File: config.mk
export PLATFORM = sky130hd
export DESIGN_NAME = rv_lsu
export DESIGN_NICKNAME = d
export VERILOG_FILES = /design/src/rtl/rv_pkg.sv /design/src/rtl/rv_load_align.sv /design/src/rtl/rv_lsu.sv
export SDC_FILE = /design/constraint.sdc
export NUM_CORES = 1
export LEC_CHECK = 0
export CAP_MARGIN = 30
export CORE_ASPECT_RATIO = 0.75
export CORE_MARGIN = 2
export CORE_UTILIZATION = 49
export CTS_CLUSTER_SIZE = 40
export DETAILED_ROUTE_END_ITERATION = 12
export PLACE_DENSITY = 0.86
export SYNTH_ARGS = -nofsm -noshare
export SYNTH_HDL_FRONTEND = slang
export SYNTH_SLANG_ARGS = --single-unit
export TNS_END_PERCENT = 1
File: constraint.sdc
create_clock -name clk -period 3.4 [get_ports clk]
set_clock_uncertainty 0.2 [all_clocks]
set_input_delay 1.02 -clock clk [delete_from_list [all_inputs] [get_ports clk]]
set_output_delay 1.02 -clock clk [all_outputs]
set_load 0.03 [all_outputs]
File: src/rtl/rv_pkg.sv
// Shared definitions for the load/store path.
// Contents: opcode constants for LOAD/STORE, funct3 size codes, the
// exception-code and LSU state enums, and a byte-enable helper.
package rv_pkg;

    localparam logic [6:0] OP_LOAD  = 7'b0000011;
    localparam logic [6:0] OP_STORE = 7'b0100011;

    localparam logic [2:0] F3_B  = 3'b000;
    localparam logic [2:0] F3_H  = 3'b001;
    localparam logic [2:0] F3_W  = 3'b010;
    localparam logic [2:0] F3_BU = 3'b100;
    localparam logic [2:0] F3_HU = 3'b101;

    typedef enum logic [1:0] {
        EXC_NONE     = 2'b00,
        EXC_MISALIGN = 2'b01,
        EXC_ILLEGAL  = 2'b10,
        EXC_TIMEOUT  = 2'b11
    } exc_code_e;

    typedef enum logic [2:0] {
        S_IDLE,
        S_REQ,
        S_RESP,
        S_DONE,
        S_ERR
    } state_e;

    // size is funct3[1:0]: 00 byte, 01 half, 10 word. Loads and stores share it.
    function automatic logic [3:0] byte_enable(input logic [1:0] size, input logic [1:0] off);
        logic [3:0] base;
        case (size)
            2'b00:   base = 4'b0001;
            2'b01:   base = 4'b0011;
            default: base = 4'b1111;
        endcase
        return base << off;
    endfunction

endpackage

File: src/rtl/rv_load_align.sv
// Combinational load aligner: moves the addressed byte lane down to bit 0 and
// sign/zero-extends it according to funct3. Shared with any cache fill path.
// Ports:
//   rdata    - raw word from memory
//   byte_off - addr[1:0] of the access
//   funct3   - LB/LH/LW/LBU/LHU
//   data     - extended result
module rv_load_align
    import rv_pkg::*;
#(
    parameter int WIDTH = 32
) (
    input  logic [WIDTH-1:0] rdata,
    input  logic [1:0]       byte_off,
    input  logic [2:0]       funct3,
    output logic [WIDTH-1:0] data
);

    logic [WIDTH-1:0] lane;

    assign lane = rdata >> {byte_off, 3'b000};

    always_comb begin
        data = lane;
        case (funct3)
            F3_B:    data = {{(WIDTH-8){lane[7]}}, lane[7:0]};
            F3_H:    data = {{(WIDTH-16){lane[15]}}, lane[15:0]};
            F3_BU:   data = {{(WIDTH-8){1'b0}}, lane[7:0]};
            F3_HU:   data = {{(WIDTH-16){1'b0}}, lane[15:0]};
            default: data = lane;
        endcase
    end

endmodule

File: src/rtl/rv_lsu.sv
// Load/store unit. Accepts one LOAD/STORE from execute, runs a req/gnt +
// rvalid data-memory transaction and returns extended load data with a
// one-cycle done pulse (stores complete with done too, no data).
// Ports:
//   clk, rst_n                     - clock, async active-low reset
//   in_valid/in_ready              - op handshake from execute
//   opcode, funct3, addr, wdata    - op fields, captured on accept
//   mem_req/we/be/addr/wdata       - memory request, held stable until gnt
//   mem_gnt, mem_rvalid, mem_rdata - memory responses
//   done, load_data                - completion pulse and load result
//   exc, exc_code                  - exception pulse and cause
module rv_lsu
    import rv_pkg::*;
#(
    parameter int WIDTH   = 32,
    parameter int TIMEOUT = 255
) (
    input  logic             clk,
    input  logic             rst_n,
    input  logic             in_valid,
    output logic             in_ready,
    input  logic [6:0]       opcode,
    input  logic [2:0]       funct3,
    input  logic [WIDTH-1:0] addr,
    input  logic [WIDTH-1:0] wdata,
    output logic             mem_req,
    output logic             mem_we,
    output logic [3:0]       mem_be,
    output logic [WIDTH-1:0] mem_addr,
    output logic [WIDTH-1:0] mem_wdata,
    input  logic             mem_gnt,
    input  logic             mem_rvalid,
    input  logic [WIDTH-1:0] mem_rdata,
    output logic             done,
    output logic [WIDTH-1:0] load_data,
    output logic             exc,
    output logic [1:0]       exc_code
);

    localparam int CW = (TIMEOUT > 1) ? $clog2(TIMEOUT + 1) : 1;

    state_e           state_reg;
    logic [2:0]       funct3_reg;
    logic [1:0]       off_reg;
    logic [CW-1:0]    cnt_reg;

    logic             is_load;
    logic             is_store;
    logic             accept;
    logic             f3_illegal;
    logic             misaligned;
    logic             timeout_hit;
    logic [WIDTH-1:0] aligned;

    assign is_load  = (opcode == OP_LOAD);
    assign is_store = (opcode == OP_STORE);
    // Unknown opcodes are simply not accepted, so execute sees no response.
    assign accept   = in_valid & in_ready & (is_load | is_store);

    assign f3_illegal = is_store ? (funct3 > F3_W)
                                 : ((funct3 == 3'b011) || (funct3[2:1] == 2'b11));
    assign misaligned = ((funct3[1:0] == 2'b01) && addr[0]) ||
                        ((funct3[1:0] == 2'b10) && (addr[1:0] != 2'b00));

    // cnt_reg counts wait cycles already spent in REQ/RESP; the TIMEOUT-th
    // waiting cycle without a response ends the transaction.
    assign timeout_hit = (TIMEOUT != 0) && (cnt_reg == CW'(TIMEOUT - 1));

    rv_load_align #(.WIDTH(WIDTH)) u_align (
        .rdata    (mem_rdata),
        .byte_off (off_reg),
        .funct3   (funct3_reg),
        .data     (aligned)
    );

    always_ff @(posedge clk or negedge rst_n) begin
        if (!rst_n) begin
            state_reg  <= S_IDLE;
            in_ready   <= 1'b1;
            mem_req    <= 1'b0;
            mem_we     <= 1'b0;
            mem_be     <= 4'b0000;
            mem_addr   <= '0;
            mem_wdata  <= '0;
            done       <= 1'b0;
            load_data  <= '0;
            exc        <= 1'b0;
            exc_code   <= EXC_NONE;
            funct3_reg <= 3'b000;
            off_reg    <= 2'b00;
            cnt_reg    <= '0;
        end else begin
            done <= 1'b0;
            exc  <= 1'b0;
            case (state_reg)
                S_IDLE: begin
                    if (accept) begin
                        in_ready   <= 1'b0;
                        funct3_reg <= funct3;
                        off_reg    <= addr[1:0];
                        if (f3_illegal) begin
                            exc       <= 1'b1;
                            exc_code  <= EXC_ILLEGAL;
                            state_reg <= S_ERR;
                        end else if (misaligned) begin
                            exc       <= 1'b1;
                            exc_code  <= EXC_MISALIGN;
                            state_reg <= S_ERR;
                        end else begin
                            mem_req   <= 1'b1;
                            mem_we    <= is_store;
                            mem_be    <= byte_enable(funct3[1:0], addr[1:0]);
                            mem_addr  <= {addr[WIDTH-1:2], 2'b00};
                            mem_wdata <= wdata << {addr[1:0], 3'b000};
                            cnt_reg   <= '0;
                            state_reg <= S_REQ;
                        end
                    end
                end
                S_REQ: begin
                    if (mem_gnt) begin
                        mem_req <= 1'b0;
                        cnt_reg <= '0;
                        if (mem_we) begin
                            done      <= 1'b1;
                            state_reg <= S_DONE;
                        end else begin
                            state_reg <= S_RESP;
                        end
                    end else if (timeout_hit) begin
                        mem_req   <= 1'b0;
                        exc       <= 1'b1;
                        exc_code  <= EXC_TIMEOUT;
                        in_ready  <= 1'b1;
                        state_reg <= S_IDLE;
                    end else begin
                        cnt_reg <= cnt_reg + CW'(1);
                    end
                end
                S_RESP: begin
                    if (mem_rvalid) begin
                        load_data <= aligned;
                        done      <= 1'b1;
                        state_reg <= S_DONE;
                    end else if (timeout_hit) begin
                        exc       <= 1'b1;
                        exc_code  <= EXC_TIMEOUT;
                        in_ready  <= 1'b1;
                        state_reg <= S_IDLE;
                    end else begin
                        cnt_reg <= cnt_reg + CW'(1);
                    end
                end
                S_DONE, S_ERR: begin
                    in_ready  <= 1'b1;
                    state_reg <= S_IDLE;
                end
                default: begin
                    in_ready  <= 1'b1;
                    state_reg <= S_IDLE;
                end
            endcase
        end
    end

endmodule
==> run_results.csv <==
group,metric,value,unit
final_layout,final_cell_count_no_fill,1057,
drt,route.detailed.drc,0,
final_layout,multi_input_area,2830,µm²
drt,via_count,5720,
global_routing,grt_pass1_vias,5567,
yosys,synthCells,675,
global_routing,grt_pass1_wl,28400,µm
die,io_pins,218,
flow_run,max_cap_violations,0,
place,dp_cells,1025,
clocking,root_buffer,"clkbuf_16",
clocking,cts.sinks,121,
hold_path,hold_path_class,"reg -> reg",
setup_path,crit_end,"mem_req",
status,outcome,"finished clean",
yosys,synthTopCellsByArea,"dfrtp_1, nand2_1, mux2i_1, mux2_2, a21oi_1",
global_routing,grt_usage,0.270,
sta,fin_tns_setup,0,ps
place,hpwl,12800,µm
yosys,syn_avg_cell_area,9.12,µm²
setup_path,cp_num_cells,6,
clocking,post_cts_buffers,0,
setup_path,reg2reg_to,"load_data[18]",
final_layout,fillers,836,
die,design.core.area,12300,µm²
drt,firstDrtPassIters,5,
yosys,yosysTopAreaCellShare,0.488,
global_routing,grt_max_degree,122,
drt,routed_via_density,5.41,
setup_path,cp_max_fo,5,
final_layout,drive_gt1_frac,0.101,
yosys,synth_common_cells,"nand2_1, dfrtp_1, nor2_1, a21oi_1, o21ai_0",
final_layout,seq_area,3030,µm²
final_layout,n_antenna_cell,0,
setup_path,reg2reg_slack,950,ps
setup_path,cp.required,3500,ps
clocking,cts_resized,0,
global_routing,grt.overflow.total,0,
clocking,htreeDepth,4,
yosys,yosysSeqAreaShare,0.492,
sta,holdWs,264,ps
final_layout,nets,991,
setup_path,crit_path_cell_trace,"clkdlybuf4s50_1 > nor4_1 > nor2_1 > nor4b_1 > o221ai_1 > a21o_1",
sta,worst_pin_slew,1070,ps
die,dieArea,13500,µm²
setup_path,critical_path_buf_inv_count,1,
power_and_ir_drop,leakage,4.13,nW
place,place_congestion,0.899,
power_and_ir_drop,irDropWorstVdd,440,µV
clocking,hold_buffers,0,
sta,setup_viol,0,
clocking,numCtsBuffers,17,
yosys,synthesis.area,6160,µm²
sta,max_freq,0.344,GHz
setup_path,critPathLaunchType,"input port",
sta,rsz0062_at_grt,"no",
clocking,clock_path_buffers,2,
drt,routed_wl,18200,µm
sta,slew_viol_final,0,
setup_path,critical-path-slowest-cell,"nor4b_1",
clocking,clk_pin_slew,60,ps
die,die_x,133,µm
sta,finalCriticalPeriod,2910,ps
sta,final-hold-violation-count,0,
drt,ant_nets,0,
setup_path,r2r-start,"off_reg[0]",
sta,post-route-period-util,0.855,
yosys,yosys_most_used_dff,"dfrtp_1",
setup_path,critical_path_class,"in -> reg",
yosys,ys_ff_latch,121,
yosys,ys_types,58,
yosys,synthArstFlopShare,1.00,
setup_path,startpoint,"funct3[0]",
place,portBuffers,215,
setup_path,arrival,3010,ps
die,initial_utilization,0.502,
global_routing,antenna_found_initial,0,
yosys,yosys.area.top_type,"dfrtp_1",
drt,drtIter0Drc,406,
clocking,clk_latency,410,ps
setup_path,crit_path_end_kind,"flip-flop",
setup_path,r2r_cells,4,
final_layout,area_delta_synth_final,46.6,%
die,rows,35,
setup_path,critPathMaxStageDelay,550,ps
sta,slew_headroom,0.287,
clocking,tritoncts,"built",
final_layout,biggestRegsByFlops,"load_data: 32 flops, mem_wdata: 32 flops, mem_addr: 30 flops",
yosys,synth-edff-count,0,
die,die_h,101,µm
yosys,synth_warnings,0,
yosys,yosysMostFrequentCell,"nand2_1",
drt,wl_per_cell,17.2,µm
power_and_ir_drop,power_density,404,nW/µm²
setup_path,cp_top_family,"simple AND/OR/NAND/NOR gates",
through the flow:
stage | util | area (µm²) | worst slack, ps | total power, mW
finish | 0.736 | 9030 | 494 | 3.65
floorplan | - | 6160 | 662 | 1.55
global placement | 0.684 | 8390 | 255 | 1.74
CTS | 0.736 | 9030 | 521 | 3.67
detailed placement | 0.684 | 8390 | 136 | 1.74
global route | 0.736 | 9030 | 382 | 3.76
cell families (layout without fill, tap and decap cells):
group                      after synthesis  after routing  synth area share
and+or+nand+nor                        329            329             0.243
DFF                                    121            121             0.492
AOI/OAI and AO/OA                      116            116             0.119
buffers and inverters                   54            269            0.0508
muxes                                   52             52            0.0900
adders and majority gates                2              2           0.00406
other                                    1              2          0.000609
cells in the final DEF, fill, tap and decap left out, types with 3 or more instances in the layout:
master             n
a211oi_1           9
a21oi_1           37
a31oi_1            3
and3_1             3
buf_12             3
buf_4             13
bufinv_16          4
clkbuf_16         17
clkdlybuf4s50_1  214
clkinvlp_4         5
dfrtp_1          120
inv_1              7
mux2_2            17
mux2i_1           34
nand2_1          201
nand2b_1           3
nand3_1           34
nand3_2           10
nor2_1            40
nor2b_1           13
nor3_1             4
o21ai_0           35
o22a_1             3
o31ai_1            4
o31ai_2            5
power by group:
part	switching, mW	total (mW)	internal, mW	leakage [nW]
Clock	0.676	1.93	1.25	0.292
Combinational	0.129	0.283	0.153	2.16
Sequential	0	1.44	1.44	1.68
worst min path at each step:
stage                      start           end  cells after the start  slack (ps)
floorplan             cnt_reg[7]    cnt_reg[7]                      1         280
global placement     mem_addr[7]   mem_addr[7]                      2         250
detailed placement  mem_addr[29]  mem_addr[29]                      2         250
CTS                 mem_wdata[2]  mem_wdata[2]                      2         270
global route        mem_wdata[2]  mem_wdata[2]                      2         290
finish              mem_wdata[2]  mem_wdata[2]                      2         260
metal layers:
metal	share of wire	GRT usage
met3	0.080	0.0754
met2	0.48	0.444
met4	0.023	0.102
met1	0.41	0.343
met5	0	0
worst min-delay path, stage by stage (launching register included):
cell and delay [ps]:
dfrtp_1 340, nand2_1 50, nand2_1 50
area by class of cell:
| type | instances | share of cell area |
|---|---|---|
| Inverter | 7 | 0.00291 |
| Clock buffer | 19 | 0.0491 |
| Tap cell | 166 | 0.0230 |
| Timing Repair Buffer | 230 | 0.255 |
| Sequential cell | 121 | 0.336 |
| Clock inverter | 13 | 0.0213 |
| Multi-Input combinational cell | 501 | 0.313 |
Power figures use the tool's default switching activity.
